## src/rtl/mread_q.sv

```systemverilog
// Queued memory-read stage: issues loads and store read halves to the MMU, matches in-order
// responses to queued operations, and retires results in program order to the write stage.
module mread_q #(
    parameter int unsigned XLEN  = 32,
    parameter int unsigned DEPTH = 4
) (
    input  logic              CLK,
    input  logic              RST,
    input  logic              FLUSH,
    input  logic              CUSHION_VALID,
    output logic              CUSHION_READY,
    input  logic [4:0]        CUSHION_REG_W_RD,
    input  logic [XLEN-1:0]   CUSHION_REG_W_DATA,
    input  logic [11:0]       CUSHION_CSR_W_ADDR,
    input  logic [XLEN-1:0]   CUSHION_CSR_W_DATA,
    input  logic              CUSHION_MEM_R_VALID,
    input  logic [4:0]        CUSHION_MEM_R_RD,
    input  logic [XLEN-1:0]   CUSHION_MEM_R_ADDR,
    input  logic [1:0]        CUSHION_MEM_R_SIZE,
    input  logic              CUSHION_MEM_R_SIGNED,
    input  logic              CUSHION_MEM_W_VALID,
    input  logic [XLEN-1:0]   CUSHION_MEM_W_ADDR,
    input  logic [1:0]        CUSHION_MEM_W_SIZE,
    input  logic [XLEN-1:0]   CUSHION_MEM_W_DATA,
    input  logic              CUSHION_JMP_DO,
    input  logic [XLEN-1:0]   CUSHION_JMP_PC,
    output logic              DATA_RDEN,
    input  logic              DATA_RREADY,
    output logic [XLEN-1:0]   DATA_RIADDR,
    input  logic              DATA_RVALID,
    input  logic [XLEN-1:0]   DATA_RDATA,
    output logic              MEMR_VALID,
    input  logic              MEMR_READY,
    output logic [4:0]        MEMR_REG_W_RD,
    output logic [XLEN-1:0]   MEMR_REG_W_DATA,
    output logic [11:0]       MEMR_CSR_W_ADDR,
    output logic [XLEN-1:0]   MEMR_CSR_W_DATA,
    output logic              MEMR_JMP_DO,
    output logic [XLEN-1:0]   MEMR_JMP_PC,
    output logic              MEMR_MEM_W_VALID,
    output logic [XLEN-1:0]   MEMR_MEM_W_ADDR,
    output logic [XLEN/8-1:0] MEMR_MEM_W_STRB,
    output logic [XLEN-1:0]   MEMR_MEM_W_DATA,
    output logic              MEMR_MISALIGN
);

    localparam int unsigned NB  = XLEN / 8;
    localparam int unsigned OFS = $clog2(NB);
    localparam int unsigned PW  = $clog2(DEPTH);
    localparam int unsigned CW  = PW + 1;

    typedef struct packed {
        logic            is_load;
        logic            is_store;
        logic            misalign;
        logic            sgn;
        logic [1:0]      size;
        logic [OFS-1:0]  ofs;
        logic [4:0]      rd;
        logic [XLEN-1:0] reg_data;
        logic [11:0]     csr_addr;
        logic [XLEN-1:0] csr_data;
        logic            jmp_do;
        logic [XLEN-1:0] jmp_pc;
        logic [XLEN-1:0] addr;
        logic [XLEN-1:0] wdata;
    } op_t;

    typedef struct packed {
        logic [4:0]      rd;
        logic [XLEN-1:0] reg_data;
        logic [11:0]     csr_addr;
        logic [XLEN-1:0] csr_data;
        logic            jmp_do;
        logic [XLEN-1:0] jmp_pc;
        logic            w_valid;
        logic [XLEN-1:0] w_addr;
        logic [NB-1:0]   strb;
        logic [XLEN-1:0] w_data;
        logic            misalign;
    } res_t;

    function automatic res_t make_res(input op_t op, input logic [XLEN-1:0] word);
        res_t            r;
        logic [XLEN-1:0] sh;
        logic [XLEN-1:0] wsh;
        logic [XLEN-1:0] mask;
        logic            sbit;
        int unsigned     nbytes;
        int unsigned     ofs;
        r        = '0;
        sbit     = 1'b0;
        mask     = '0;
        nbytes   = 32'd1 << op.size;
        ofs      = 32'(op.ofs);
        sh       = word >> {op.ofs, 3'b000};
        wsh      = op.wdata << {op.ofs, 3'b000};
        r.rd       = op.rd;
        r.reg_data = op.reg_data;
        r.csr_addr = op.csr_addr;
        r.csr_data = op.csr_data;
        r.jmp_do   = op.jmp_do;
        r.jmp_pc   = op.jmp_pc;
        for (int unsigned b = 0; b < NB; b++) begin
            if (b < nbytes) mask[8*b +: 8] = 8'hff;
            if (b == nbytes - 1) sbit = sh[8*b+7];
        end
        if (op.misalign) begin
            r.rd       = '0;
            r.jmp_do   = 1'b0;
            r.misalign = 1'b1;
        end else if (op.is_load) begin
            r.reg_data = (sh & mask) | ((op.sgn && sbit) ? ~mask : '0);
        end else if (op.is_store) begin
            r.w_valid = 1'b1;
            r.w_addr  = op.addr;
            for (int unsigned b = 0; b < NB; b++) begin
                r.strb[b]         = (b >= ofs) && (b < ofs + nbytes);
                r.w_data[8*b +: 8] = r.strb[b] ? wsh[8*b +: 8] : word[8*b +: 8];
            end
        end
        return r;
    endfunction

    op_t             op_q [DEPTH];
    logic [XLEN-1:0] data_q [DEPTH];
    logic [DEPTH-1:0] pend_q, pend_d;
    logic [PW-1:0]   wr_ptr_q, wr_ptr_d, rd_ptr_q, rd_ptr_d;
    logic [CW-1:0]   count_q, count_d, drop_q, drop_d;
    logic            memr_valid_q, memr_valid_d;
    res_t            res_q, res_d;

    logic            needs_mem, in_mis, misaligned, full, accept, issue;
    logic [XLEN-1:0] m_addr;
    logic [1:0]      m_size;
    op_t             in_op;
    logic            fill_hit, resp_take, head_hit, head_rdy, pop;
    logic [PW-1:0]   fill_idx, idx;
    logic [CW-1:0]   pend_cnt, outstanding;
    op_t             head_op;
    logic [XLEN-1:0] head_word;

    always_comb begin
        needs_mem = CUSHION_MEM_R_VALID | CUSHION_MEM_W_VALID;
        m_addr    = CUSHION_MEM_R_VALID ? CUSHION_MEM_R_ADDR : CUSHION_MEM_W_ADDR;
        m_size    = CUSHION_MEM_R_VALID ? CUSHION_MEM_R_SIZE : CUSHION_MEM_W_SIZE;
        case (m_size)
            2'd0:    in_mis = 1'b0;
            2'd1:    in_mis = m_addr[0];
            2'd2:    in_mis = |m_addr[1:0];
            default: in_mis = (XLEN == 32) || (|m_addr[2:0]);
        endcase
        misaligned = needs_mem & in_mis;
        full       = (count_q == CW'(DEPTH));

        // RST gating keeps the combinational handshakes quiet while in reset.
        CUSHION_READY = RST & !FLUSH & !full
                      & (!needs_mem | misaligned | (DATA_RREADY & (drop_q == '0)));
        DATA_RDEN     = RST & CUSHION_VALID & needs_mem & !misaligned & !FLUSH & !full
                      & (drop_q == '0);
        DATA_RIADDR   = DATA_RDEN ? (m_addr & ~XLEN'(NB - 1)) : '0;
        accept        = CUSHION_VALID & CUSHION_READY;
        issue         = accept & needs_mem & !misaligned;

        in_op          = '0;
        in_op.is_load  = CUSHION_MEM_R_VALID;
        in_op.is_store = CUSHION_MEM_W_VALID & !CUSHION_MEM_R_VALID;
        in_op.misalign = misaligned;
        in_op.sgn      = CUSHION_MEM_R_SIGNED;
        in_op.size     = m_size;
        in_op.ofs      = m_addr[OFS-1:0];
        in_op.rd       = CUSHION_MEM_R_VALID ? CUSHION_MEM_R_RD : CUSHION_REG_W_RD;
        in_op.reg_data = CUSHION_REG_W_DATA;
        in_op.csr_addr = CUSHION_CSR_W_ADDR;
        in_op.csr_data = CUSHION_CSR_W_DATA;
        in_op.jmp_do   = CUSHION_JMP_DO;
        in_op.jmp_pc   = CUSHION_JMP_PC;
        in_op.addr     = m_addr & ~XLEN'(NB - 1);
        in_op.wdata    = CUSHION_MEM_W_DATA;
    end

    // Oldest pending entry in the queue receives the next in-order response.
    always_comb begin
        fill_hit = 1'b0;
        fill_idx = '0;
        pend_cnt = '0;
        idx      = '0;
        for (int unsigned i = 0; i < DEPTH; i++) begin
            idx = rd_ptr_q + PW'(i);
            if (CW'(i) < count_q && pend_q[idx]) begin
                pend_cnt = pend_cnt + CW'(1);
                if (!fill_hit) begin
                    fill_hit = 1'b1;
                    fill_idx = idx;
                end
            end
        end
        outstanding = drop_q + pend_cnt;
        resp_take   = DATA_RVALID & (drop_q == '0) & fill_hit;
    end

    // The head may bypass straight from this cycle's response or, when empty, from the input.
    always_comb begin
        head_hit = resp_take && (fill_idx == rd_ptr_q);
        if (count_q != '0) begin
            head_op   = op_q[rd_ptr_q];
            head_word = head_hit ? DATA_RDATA : data_q[rd_ptr_q];
            head_rdy  = !pend_q[rd_ptr_q] || head_hit;
        end else begin
            head_op   = in_op;
            head_word = '0;
            head_rdy  = accept & !issue;
        end
        pop = head_rdy & (!memr_valid_q | MEMR_READY) & !FLUSH;
    end

    always_comb begin
        wr_ptr_d     = wr_ptr_q + PW'(accept);
        rd_ptr_d     = rd_ptr_q + PW'(pop);
        count_d      = count_q + CW'(accept) - CW'(pop);
        pend_d       = pend_q;
        drop_d       = drop_q;
        memr_valid_d = memr_valid_q;
        res_d        = res_q;
        if (resp_take) pend_d[fill_idx] = 1'b0;
        if (accept) pend_d[wr_ptr_q] = issue;
        if (pop) begin
            memr_valid_d = 1'b1;
            res_d        = make_res(head_op, head_word);
        end else if (MEMR_READY) begin
            memr_valid_d = 1'b0;
        end
        if (DATA_RVALID && drop_q != '0) drop_d = drop_q - CW'(1);
        if (FLUSH) begin
            wr_ptr_d     = '0;
            rd_ptr_d     = '0;
            count_d      = '0;
            pend_d       = '0;
            memr_valid_d = 1'b0;
            drop_d       = outstanding - CW'(DATA_RVALID && outstanding != '0);
        end
    end

    always_ff @(posedge CLK or negedge RST) begin
        if (!RST) begin
            wr_ptr_q     <= '0;
            rd_ptr_q     <= '0;
            count_q      <= '0;
            pend_q       <= '0;
            drop_q       <= '0;
            memr_valid_q <= 1'b0;
            res_q        <= '0;
        end else begin
            wr_ptr_q     <= wr_ptr_d;
            rd_ptr_q     <= rd_ptr_d;
            count_q      <= count_d;
            pend_q       <= pend_d;
            drop_q       <= drop_d;
            memr_valid_q <= memr_valid_d;
            res_q        <= res_d;
        end
    end

    always_ff @(posedge CLK) begin
        if (accept) op_q[wr_ptr_q] <= in_op;
        if (resp_take) data_q[fill_idx] <= DATA_RDATA;
    end

    assign MEMR_VALID       = memr_valid_q;
    assign MEMR_REG_W_RD    = res_q.rd;
    assign MEMR_REG_W_DATA  = res_q.reg_data;
    assign MEMR_CSR_W_ADDR  = res_q.csr_addr;
    assign MEMR_CSR_W_DATA  = res_q.csr_data;
    assign MEMR_JMP_DO      = res_q.jmp_do;
    assign MEMR_JMP_PC      = res_q.jmp_pc;
    assign MEMR_MEM_W_VALID = res_q.w_valid;
    assign MEMR_MEM_W_ADDR  = res_q.w_addr;
    assign MEMR_MEM_W_STRB  = res_q.strb;
    assign MEMR_MEM_W_DATA  = res_q.w_data;
    assign MEMR_MISALIGN    = res_q.misalign;

endmodule

```

## config.mk

```make
export PLATFORM = sky130hd
export DESIGN_NAME = mread_q
export DESIGN_NICKNAME = d
export VERILOG_FILES = /design/src/rtl/mread_q.sv
export SDC_FILE = /design/constraint.sdc
export NUM_CORES = 1
export LEC_CHECK = 0
export ABC_CLOCK_PERIOD_IN_PS = 34400
export BUFFER_PORTS_ARGS = -buffer_cell sky130_fd_sc_hd__buf_2
export CORE_MARGIN = 1
export CORE_UTILIZATION = 40
export CTS_BUF_LIST = sky130_fd_sc_hd__clkbuf_8
export CTS_CLUSTER_DIAMETER = 200
export DETAILED_ROUTE_END_ITERATION = 7
export SYNTH_ARGS = -nofsm -noshare
export SYNTH_HDL_FRONTEND = slang
export SYNTH_SLANG_ARGS = --single-unit
export TNS_END_PERCENT = 5
```

## constraint.sdc

```tcl
create_clock -name CLK -period 34.4 [get_ports CLK]
set_input_delay 0 -clock CLK [delete_from_list [all_inputs] [get_ports CLK]]
set_output_delay 0 -clock CLK [all_outputs]
set_load 0.01 [all_outputs]
```

### Word level (Yosys, flattened, before mapping)

Memory sizes are Yosys's and may differ from the RTL's.
Cells that the tools add are included.

* add/subtract/negate cells: 15
* order comparisons: 23
* equality and inequality tests: 7
* shift-type cells: 3
* mux-type cells: 78
* bitwise logic cells: 29
* reduce and logical (&&, ||, !) cells: 31

Operator list (count)
* two-way mux 32 bit: 7
* two-way mux 69 bit: 3
* two-way mux 186 bit: 1
* less-than comparator 1 x 32 -> 1 bit, first input constant: 4
* less-than comparator 2 x 32 -> 1 bit, first input constant: 4
* two-way mux 8 bit: 12
* equality test 2 x 32 -> 1 bit, first input constant: 2
* adder 2 x 32 -> 32 bit: 1
* AND 32 bit: 1
* equality test 1 x 32 -> 1 bit, first input constant: 1
* logical NOT 32 bit: 1
* NOT 32 bit: 1
* bitwise OR 32 bit: 1
* left shift 1 x 2 -> 32 bit, first input constant: 1
* left shift 32 x 5 -> 32 bit: 1
* right shift 32 x 5 -> 32 bit: 1
* subtractor 32 x 1 -> 32 bit, second input constant: 1
* two-way mux 1 bit: 26
* AND 1 bit: 20
* two-way mux 2 bit: 10
* less-than comparator 2 x 3 -> 1 bit, second input constant: 6
* two-way mux 3 bit: 6
* logical AND 1 bit: 13
* two-way mux 4 bit: 3
* other kinds (32): 59

* register bits after elaboration: 199
* memory bits (writable): 864
* input port bits: 261
* output and inout port bits: 219
* memories kept: 2

Memory list
* op_q: words 4, width 184, rd ports 1, clocked after memory_dff 0, wr ports 1, line 125 `op_t op_q [DEPTH];`
* data_q: words 4, width 32, rd ports 1, clocked after memory_dff 0, wr ports 1, line 126 `logic [XLEN-1:0] data_q [DEPTH];`

### Depth between registers and ports, before layout

* depth in word-level cells: 25
* depth in mapped cells: 29

### Least setup slack after synthesis

OpenSTA, ideal clock, no wires.

* path kind: reg-to-reg
* start point: register drop_q[1]
* end point: register pend_q[1]
* library setup time: 0.139 ns
* arrival time: 16.160 ns
* required time: 34.261 ns
* slack: 18.101 ns
* cell stages (with the launch flop): 10
* path buffers: 1
* period minus slack after synthesis: 16.299 ns
* cell sequence: dfrtp_1 > inv_1 > ha_1 > nor2b_1 > a21boi_0 > or2_2 > clkbuf_1 > nor3b_1 > or3b_2 > a21oi_1

* longest elaborated chain between the ends: 10
* elaborated cells on any way between the ends: 13

RTL lines
* start, declared: line 129 `logic [CW-1:0] count_q, count_d, drop_q, drop_d;`
* start signal, assigned: line 258 `drop_q <= drop_d;`
* logical NOT 3 bit (*): line 158, 199
* AND 1 bit: line 158 `& (!needs_mem | misaligned | (DATA_RREADY & (drop_q == '0)));`
* bitwise OR 1 bit: line 158
* AND 1 bit: line 158
* AND 1 bit: line 162 `accept = CUSHION_VALID & CUSHION_READY;`
* AND 1 bit (2 in series): line 163 `issue = accept & needs_mem & !misaligned;`
* bitwise mux 4 bit: line 226 `if (accept) pend_d[wr_ptr_q] = issue;`
* two-way mux 4 bit (*): line 226
* two-way mux 4 bit (*): line 234 `if (FLUSH) begin`
* net pend_d[1]: line 127 `logic [DEPTH-1:0] pend_q, pend_d;`
* end signal, assigned: line 257 `pend_q <= pend_d;`
* end, declared: line 127

Mark *: on every way through the listed nets, which the timed path passes. The rest lies on a longest branch.
A chain may end at the register's enable or synchronous reset.

### Worst setup path after layout

* start point: register rd_ptr_q[1]
* end point: register count_q[2]

* longest elaborated chain between the ends: 18
* elaborated cells on any way between the ends: 36

RTL lines
* start, declared: line 128 `logic [PW-1:0] wr_ptr_q, wr_ptr_d, rd_ptr_q, rd_ptr_d;`
* start signal, assigned: line 255 `rd_ptr_q <= rd_ptr_d;`
* parallel branches: the longest is 12 deep, another holds adder 2 x 1 -> 2 bit
* logical OR 1 bit (*): line 208 `head_rdy = !pend_q[rd_ptr_q] || head_hit;`
* two-way mux 1 bit (*): line 205 `if (count_q != '0) begin`
* AND 1 bit (*) (2 in series): line 214 `pop = head_rdy & (!memr_valid_q | MEMR_READY) & !FLUSH;`
* subtractor 3 x 1 -> 3 bit (*): line 220 `count_d = count_q + CW'(accept) - CW'(pop);`
* two-way mux 3 bit (*): line 234
* net count_d[2]: line 129
* end signal, assigned: line 256 `count_q <= count_d;`
* end, declared: line 129

Mark *: on every way through the listed nets, which the timed path passes. The select of a mux whose other input is x is not followed.

==> flow_summary.toml <==
[final_layout]
finalCoreUtilization = 0.514
regArea_um2 = 30900
multi_input_area_um2 = 12000
fillers = 9139
syn_to_final_growth_pct = 26.7
nets = 4026
final_area_um2 = 55500
drive_gt1_frac = 0.260
fin_cells = 5310

[yosys]
synth_mux_area_frac = 0.135
async_flop_share = 0.186
synthAdderAreaFrac = 0.00595
synth_cell_types = 71
ys_top_cells_by_area = "edfxtp_1 59%, dfrtp_1 11%, mux4_2 11%"
synth_area_um2 = 43800
synth_compound_area_frac = 0.0600
ys_ff_latch = 1061
synth_top_area_frac = 0.593
synthCells = 2780
synth-simple-area-share = 0.0680
synth_flop_cell = "edfxtp_1"
synth_edf_count = 864
synth_xor_area_frac = 0.00240
ys_seq_area_frac = 0.705
yosysWarnings = 0
synth_top_family_by_area = "multiplexers"
avgSynthCellArea_um2 = 15.7
synth_top_area_cell = "edfxtp_1"

[run]
maxCapViolations = 0

[floorplanning]
die_area_um2 = 111000
die_y_um = 333
die_x_um = 333
fp-row-count = 120
core-area_um2 = 108000
start_util = 0.406
boundaryPins = 480

[cts]
clkTransAtPathRegs_ns = 0.06
cts_tree = "done"
ctsLongestPathBuffers = 3
cts_buffers = 178
cts.sinks = 1061
cts_max_level = 4
clock-root-buffer = "clkbuf_8"
cts_setup_buffers = 0
clock_latency_ns = 0.86

[place]
place_ws_ns = 27.44
dpl-instance-area_um2 = 47600
gp_congestion = 0.868
port_buffers = 475
placed_cells = 4530
hpwl_mm = 74.0

[critical_path]
cp_slowest_cell = "buf_4"
path_common_cell = "inv_1"
cp-start-kind = "register"
critical_path_class = "reg2reg"
slowest_delay_ns = 0.72
required_ns = 35.10
cp.arrival_ns = 7.66
critPathMaxFanout = 84
path_cells = "buf_4 > mux2_2 > o21ai_0 > nor2_1 > inv_1 > ha_1 > inv_1 > o21ai_0 > o211ai_1 > a211o_1 > nand4_1 > nand2_1 > o311ai_4 > buf_4 > inv_6 > ha_1 > inv_1 > ha_1 > inv_1 > fa_1 > xnor2_1 > nor2_1"
end_kind = "register"

[sta]
hold_viol = 0
setup_viol = 0
maxSlewViolCount = 0
tns_ns = 0
relSlewSlack = 0.228
post-route-period-util = 0.202
fin_worst_skew_ns = 0.0613
worst_pin_slew_ns = 1.15
rsz0062_at_grt = "no"
worst_slack_ns = 27.44
fmax_mhz = 144
fin_hold_ws_ns = 0.104
layout_min_cycle_time_ns = 6.96

[global_route]
grt_pass1_wl_mm = 187
grtUsageTotal = 0.225
grt_start_max_net_pins = 141
grt_overflow = 0
grt_pass1_vias = 29400
antenna_found_initial = 20

[pwr]
irDropWorstVdd_uv = 52.5
p_per_area_nw_per_um2 = 74.3
power_leakage_nw = 20.7
finalPower_mw = 4.12

[route]
drt-total-wl_mm = 125
drt_iter0_markers = 2085
via_count = 28300
ant_nets = 0
drtPass1Iterations = 7
drt-wirelength-per-cell_um = 23.5
drc = 0
via_per_inst = 5.33

[run_status]
status = "complete, no violations"

[min_path]
hold_path_class = "in2reg"
## kinds of logic (layout without fill, tap and decap cells)
family / Yosys count / in the layout
flops: 1061 / 1061
simple gates: 724 / 724
compound gates: 407 / 407
mux: 317 / 317
buf+inv: 239 / 1354
fa+ha+maj: 19 / 19
xor+xnor: 12 / 12
other cells: 1 / 13
## state kept, by name (all words and copies together), names as in the netlist, 5 cells and up
signal / count
MEMR_REG_W_RD: 5
MEMR_JMP_PC: 32
MEMR_MEM_W_ADDR: 30
data_q: 128
MEMR_REG_W_DATA: 32
MEMR_MEM_W_DATA: 32
MEMR_CSR_W_ADDR: 12
MEMR_CSR_W_DATA: 32
op_q: 736
## layout by cell type (no fill, tap or decap), types with 16 or more instances in the layout
master         count
buf_4             33
buf_2            473
clkinv_1          30
nand2_1          419
a31oi_1          117
mux2_2            16
dfrtp_1          195
inv_1            144
clkbuf_8         198
nor2_1           186
dlygate4sd3_1    438
o21ai_0           91
ha_1              16
mux2i_1           76
a21oi_1           84
a22oi_1           17
nand3_1           50
mux4_2           218
edfxtp_1         864
## critical path: cells and delay by family, from the launching register on
kind            cells  cell delay (ns)
flops               1             0.69
xor+xnor            1             0.14
simple gates        4             0.59
fa+ha+maj           4             1.24
mux                 1             0.42
buf+inv             7             2.25
compound gates      5             1.42
## power by group
group	internal, mW	switching [mW]	leakage (nW)	total, mW
Clock	0.546	0.516	2.01	1.06
Sequential	1.51	0.0922	10.2	1.61
Combinational	0.540	0.914	8.44	1.45
## cell type report
class                   count  area share
diodes                      9    0.000406
multi-input cells        1483       0.216
well taps                1403      0.0317
clock buffers             198      0.0491
repair buffers            953       0.129
flip-flops and latches   1061       0.557
clock inverters           134      0.0120
inverters                  69     0.00476
## Yosys cell counts, types with 17 or more instances
cell type,instances
a21oi_1,85
a22oi_1,17
a31oi_1,117
buf_1,17
buf_2,44
clkbuf_1,99
dfrtp_1,197
edfxtp_1,864
inv_1,67
mux2i_1,77
mux4_2,218
nand2_1,419
nand3_1,50
nor2_1,191
o21ai_0,91
## routing by layer
layer | track usage | routed length, um | up-vias
met2 | 0.357 | 58800 | 1013
met4 | 0.0623 | 2540 | 20
li1 | - | - | 12700
met5 | 0 | 119 | -
met1 | 0.298 | 52400 | 14400
met3 | 0.0718 | 10700 | 213
## path summary, 6_finish.rpt
check | endpoint | slack [ns] | from | cells after the start
max in group asynchronous | MEMR_MEM_W_ADDR[13] | 33.13 | RST | 4
max reg2reg | count_q[2] | 27.44 | rd_ptr_q[1] | 22
min | pend_q[3] | 0.10 | DATA_RREADY | 5
max | count_q[2] | 27.44 | rd_ptr_q[1] | 22
min reg2reg | MEMR_REG_W_RD[3] | 0.46 | MEMR_REG_W_RD[3] | 2
min in group asynchronous | MEMR_JMP_PC[3] | 0.33 | RST | 4
## timing repair
item	in CTS	in global routing
hold endpoints to repair	1307	0
hold buffers	439	0
resized for setup	0	0
(Power assumes the default switching activity.)
